===== config.mk =====
export PLATFORM = sky130hd
export DESIGN_NAME = la_clkdiv
export DESIGN_NICKNAME = d
export VERILOG_FILES = /design/src/rtl/la_clkdiv.sv
export SDC_FILE = /design/constraint.sdc
export NUM_CORES = 1
export LEC_CHECK = 0
export CAP_MARGIN = 30
export CORE_ASPECT_RATIO = 0.7
export CORE_MARGIN = 1.5
export CORE_UTILIZATION = 25
export CTS_CLUSTER_DIAMETER = 40
export DETAILED_ROUTE_END_ITERATION = 7
export PLACE_DENSITY = 0.39
export SYNTH_ARGS = -nofsm -noshare
export SYNTH_HDL_FRONTEND = slang
export SYNTH_SLANG_ARGS = --single-unit

===== constraint.sdc =====
create_clock -name clk -period 3.3 [get_ports clk]
set_clock_uncertainty 0.05 [all_clocks]
set_input_delay 0.66 -clock clk [delete_from_list [all_inputs] [get_ports clk]]
set_output_delay 0.66 -clock clk [all_outputs]
set_load 0.03 [all_outputs]

===== src/rtl/la_clkdiv.sv =====
// Programmable glitch-free integer clock divider: clkout = clk / (divcfg + 2),
// with period-aligned run/stop, ratio latching and clk-domain edge strobes.
module la_clkdiv #(
  parameter int WIDTH = 8,
  parameter     PROP  = "DEFAULT"
) (
  input  logic             clk,
  input  logic             reset,
  input  logic             en,
  input  logic [WIDTH-1:0] divcfg,
  output logic             clkout,
  output logic             rise,
  output logic             fall,
  output logic             active
);

  typedef enum logic [1:0] {
    IDLE = 2'd0,
    HIGH = 2'd1,
    LOW  = 2'd2
  } state_t;

  // hi_len - 1 = ((N + 1) >> 1) - 1 = (divcfg + 1) >> 1; never exceeds WIDTH bits
  function automatic logic [WIDTH-1:0] hi_m1(input logic [WIDTH-1:0] cfg);
    return WIDTH'(({1'b0, cfg} + (WIDTH+1)'(1)) >> 1'b1);
  endfunction

  // lo_len - 1 = (N >> 1) - 1 = (N - 2) >> 1, from the latched ratio
  function automatic logic [WIDTH-1:0] lo_m1(input logic [WIDTH:0] n);
    return WIDTH'((n - (WIDTH+1)'(2)) >> 1'b1);
  endfunction

  state_t           state_r, state_nxt_s;
  logic [WIDTH-1:0] cnt_r, cnt_nxt_s;
  logic [WIDTH:0]   ratio_r, ratio_nxt_s;
  logic [WIDTH:0]   cfg_ratio_s;
  logic             rise_nxt_s, fall_nxt_s;
  logic             clkout_r, rise_r, fall_r, active_r;

  assign cfg_ratio_s = {1'b0, divcfg} + (WIDTH+1)'(2);

  // Next-state, counter and strobe decode
  always_comb begin
    state_nxt_s = state_r;
    cnt_nxt_s   = cnt_r;
    ratio_nxt_s = ratio_r;
    rise_nxt_s  = 1'b0;
    fall_nxt_s  = 1'b0;
    case (state_r)
      IDLE: begin
        if (en) begin
          state_nxt_s = HIGH;
          ratio_nxt_s = cfg_ratio_s;
          cnt_nxt_s   = hi_m1(divcfg);
          rise_nxt_s  = 1'b1;
        end else begin
          state_nxt_s = IDLE;
        end
      end
      HIGH: begin
        if (cnt_r != {WIDTH{1'b0}}) begin
          cnt_nxt_s = cnt_r - WIDTH'(1);
        end else begin
          state_nxt_s = LOW;
          cnt_nxt_s   = lo_m1(ratio_r);
          fall_nxt_s  = 1'b1;
        end
      end
      LOW: begin
        if (cnt_r != {WIDTH{1'b0}}) begin
          cnt_nxt_s = cnt_r - WIDTH'(1);
        end else if (en) begin
          // back-to-back period: relatch the ratio with no gap cycle
          state_nxt_s = HIGH;
          ratio_nxt_s = cfg_ratio_s;
          cnt_nxt_s   = hi_m1(divcfg);
          rise_nxt_s  = 1'b1;
        end else begin
          state_nxt_s = IDLE;
          cnt_nxt_s   = {WIDTH{1'b0}};
        end
      end
      default: begin
        state_nxt_s = IDLE;
        cnt_nxt_s   = {WIDTH{1'b0}};
      end
    endcase
  end

  // State, shadow ratio and flop-driven outputs
  always_ff @(posedge clk) begin
    if (reset) begin
      state_r  <= IDLE;
      cnt_r    <= {WIDTH{1'b0}};
      ratio_r  <= (WIDTH+1)'(2);
      clkout_r <= 1'b0;
      rise_r   <= 1'b0;
      fall_r   <= 1'b0;
      active_r <= 1'b0;
    end else begin
      state_r  <= state_nxt_s;
      cnt_r    <= cnt_nxt_s;
      ratio_r  <= ratio_nxt_s;
      clkout_r <= (state_nxt_s == HIGH);
      rise_r   <= rise_nxt_s;
      fall_r   <= fall_nxt_s;
      active_r <= (state_nxt_s != IDLE);
    end
  end

  assign clkout = clkout_r;
  assign rise   = rise_r;
  assign fall   = fall_r;
  assign active = active_r;

endmodule


==> impl_metrics.env <==
export IMPL_synth_area_mux_share=0.0264
export IMPL_synth_top_area_frac=0.290
export IMPL_p_int_mw=0.618
export IMPL_die_y_um=68.2
export IMPL_fill_cells=614
export IMPL_cts_resized_gates=0
export IMPL_synth_top_area_cell="dfxtp_1"
export IMPL_dp_hpwl_um=3100
export IMPL_synth_compound_gate_area_share=0.211
export IMPL_powerDensity_mw_per_mm2=587
export IMPL_holdCritPathClass="reg2reg"
export IMPL_via_count=1354
export IMPL_ys_top_cells_by_area="dfxtp_1 (29%), xnor2_1 (6.9%), nor2_1 (5.2%)"
export IMPL_setup_ws_ns=0.968
export IMPL_gr_total_overflow=0
export IMPL_postSynthAreaPerCell_sq_um=8.20
export IMPL_drt_iter0_drc=122
export IMPL_antenna_found_initial=0
export IMPL_cts_sinks=22
export IMPL_synth_main_ff_cell="dfxtp_1"
export IMPL_worstSetupStartpointType="register"
export IMPL_syn_nets=200
export IMPL_max_freq_mhz=429
export IMPL_fp_dieW_um=96.1
export IMPL_synthAdderAreaFrac=0.0330
export IMPL_report_final_slew_viol_count=0
export IMPL_r2r_slack_ns=0.97
export IMPL_synth_xor_xnor_area_share=0.110
export IMPL_start_util=0.262
export IMPL_synth_distinct_cells=55
export IMPL_totalWireLength_um=3950
export IMPL_rsz0062_at_grt="no"
export IMPL_wl_per_cell_um=14.8
export IMPL_first_pass_iters=4
export IMPL_cts_tree="done"
export IMPL_synthArstFlopShare=0
export IMPL_cts_max_path_buffers=2
export IMPL_p_sw_frac=0.403
export IMPL_grt_pass1_vias=1264
export IMPL_power_share_sequential=0.369
export IMPL_cap_violations=0
export IMPL_worst_pin_slew_ns=0.698
export IMPL_dpl_instance_area_sq_mm=0.00171
export IMPL_switchingPower_mw=0.418
export IMPL_synth_simple_gate_area_frac=0.274
export IMPL_cts_hold_buf=0
export IMPL_crit_arrival_ns=2.44
export IMPL_synth_cells=185
export IMPL_area_growth_pct=16.3
export IMPL_clockRootBuffer="clkbuf_8"
export IMPL_cts_made_buffers=3
export IMPL_fin_crit_sh=0.707
export IMPL_reg2reg_depth=7
export IMPL_synth_edf_count=0
export IMPL_multiInputGateArea_sq_um=992
export IMPL_htreeDepth=1
export IMPL_ys_warn_count=0
export IMPL_crit_path_end_kind="register"
export IMPL_worstSetupStartpoint="cnt_r[0]$_SDFFE_PP0P_"
export IMPL_place_ws_ns=0.871
export IMPL_ant_nets=0
export IMPL_finalSetupViolCount=0
export IMPL_relSlewSlack=0.534
export IMPL_period_minus_slack_ns=2.33
export IMPL_worst_setup_path_type="reg2reg"
export IMPL_clkPwrFrac=0.194
export IMPL_clk_latency_ns=0.27
export IMPL_cp_data_required_time_ns=3.41
export IMPL_seq_area_sq_um=440
export IMPL_hold_slack_ns=0.441
export IMPL_r2r_start="cnt_r[0]$_SDFFE_PP0P_"
export IMPL_ys_seq_area_frac=0.290
export IMPL_place_gp_congestion=0.813
export IMPL_fin_tns_setup_ns=0
export IMPL_core_sq_mm=0.00578
export IMPL_cp_endpoint="ratio_r[1]$_SDFFE_PP1P_"
export IMPL_fin_area_sq_mm=0.00176
export IMPL_drive_gt1_frac=0.0881
export IMPL_grt_max_degree=20
export IMPL_clk_pin_slew_ns=0.08
export IMPL_hold_violations=0
export IMPL_ys_seq_elements=22
export IMPL_antenna_cells=0
export IMPL_p_leak_nw=0.608
export IMPL_status="completed"
export IMPL_post_cts_setup_buffer_count=0
export IMPL_io_pins=15
export IMPL_synth_area_sq_mm=0.00152
export IMPL_combPwrFrac=0.436
export IMPL_drc=0
export IMPL_viasPerCell=5.05
export IMPL_die_area_sq_mm=0.00655
export IMPL_rows=23
export IMPL_grt_use_total=0.138
export IMPL_vdd_drop_max_v=0.000209
export IMPL_synth_top_family_by_area="simple AND/OR/NAND/NOR gates"
export IMPL_nNetsFinal=209
export IMPL_r2r_end="ratio_r[1]$_SDFFE_PP1P_"
export IMPL_path_max_fanout=16
export IMPL_grt_first_pass_wirelength_um=6750
export IMPL_io_buffers=14
export IMPL_utilization=0.305
registers in the layout (all words and copies together) (netlist names):
name and count:
rise 1, state_r 2, ratio_r 8, active 1
fall 1, cnt_r 8, clkout 1
worst min path at each step:
| stage | from | end | cells after the start |
|---|---|---|---|
| after floorplan | cnt_r[0]$_SDFFE_PP0P_ | cnt_r[0]$_SDFFE_PP0P_ | 2 |
| after global placement | cnt_r[0]$_SDFFE_PP0P_ | cnt_r[0]$_SDFFE_PP0P_ | 2 |
| after detailed placement | cnt_r[0]$_SDFFE_PP0P_ | cnt_r[0]$_SDFFE_PP0P_ | 2 |
| after CTS | cnt_r[0]$_SDFFE_PP0P_ | cnt_r[0]$_SDFFE_PP0P_ | 2 |
| after global routing | cnt_r[0]$_SDFFE_PP0P_ | cnt_r[0]$_SDFFE_PP0P_ | 2 |
| final | cnt_r[0]$_SDFFE_PP0P_ | cnt_r[0]$_SDFFE_PP0P_ | 2 |
synthesized netlist by cell type (all sizes together) (3+ instances only):
cell type,n
o21ai,10
inv,7
nor3,9
xnor2,12
nand4,3
nor4,3
buf,3
clkbuf,9
mux2i,4
nand2,12
xor2,7
nor2,21
a21oi,8
dfxtp,22
a31oi,3
nand3,7
ha,4
a211oi,5
metrics by stage:
step | power [mW] | std cells
6_report | 1.04 | 268
4_1_cts | 1.04 | 268
5_1_grt | 1.11 | 268
2_1_floorplan | 0.727 | 185
3_5_place_dp | 0.840 | 264
3_3_place_gp | 0.850 | 264
cell type report:
cell class                      count  share of cell area
Tap cell                           75              0.0532
Sequential cell                    22               0.250
Timing Repair Buffer               16              0.0880
Inverter                            7              0.0149
Multi-Input combinational cell    144               0.563
Clock buffer                        4              0.0312
layer usage:
layer  wire length, um  part of all wire  track usage  up-vias
li1                  -                 -            -      690
met1              2130              0.54        0.208      632
met2              1590              0.40        0.195       30
met3               214             0.054       0.0344        2
met4                23            0.0058       0.0221        0
met5                 0                 0            0        -
cell families (layout without fill, tap and decap cells):
| logic type | Yosys count | after routing |
|---|---|---|
| compound gates | 44 | 44 |
| flops | 22 | 22 |
| xor+xnor | 19 | 19 |
| simple gates | 73 | 73 |
| buf+inv | 19 | 27 |
| fa+ha+maj | 4 | 4 |
| mux | 4 | 4 |
layout by cell type, fill, tap and decap left out, types with 2 or more instances in the layout:
master           netlist  final
dfxtp_1               22     22
nor2_1                21     21
clkdlybuf4s50_1        0     14
xnor2_1               12     12
nand2_1               12     12
nor3_1                 8      8
inv_1                  7      7
nand3_1                7      7
a21oi_1                7      7
o21ai_0                7      7
xor2_1                 7      7
mux2i_1                4      4
ha_1                   4      4
clkbuf_8               0      4
nand4_1                3      3
a31oi_1                3      3
a211oi_2               3      3
o21ai_1                3      3
nor2b_1                2      2
or3_1                  2      2
nand2b_1               2      2
nor4_1                 2      2
a211oi_1               2      2
a211o_1                2      2
a221oi_1               2      2
a2111oi_0              2      2
buf_4                  1      2
worst max-delay path, cell delays in order, from the launching register on:
cell and delay [ns]:
dfxtp_1 0.34, inv_1 0.06, ha_1 0.22, nor4b_4 0.40, a21oi_2 0.17, nor3b_4 0.62
nor2_1 0.08, a211o_1 0.28
power by group through the flow:
stage               Sequential [mW]  Combinational [mW]  Clock [mW]
floorplan                     0.367               0.360           0
global placement              0.389               0.461           0
detailed placement            0.389               0.451           0
CTS                           0.383               0.452       0.207
global route                  0.394               0.502       0.220
finish                        0.383               0.452       0.201
No activity file was read; power rests on OpenSTA's default activity.
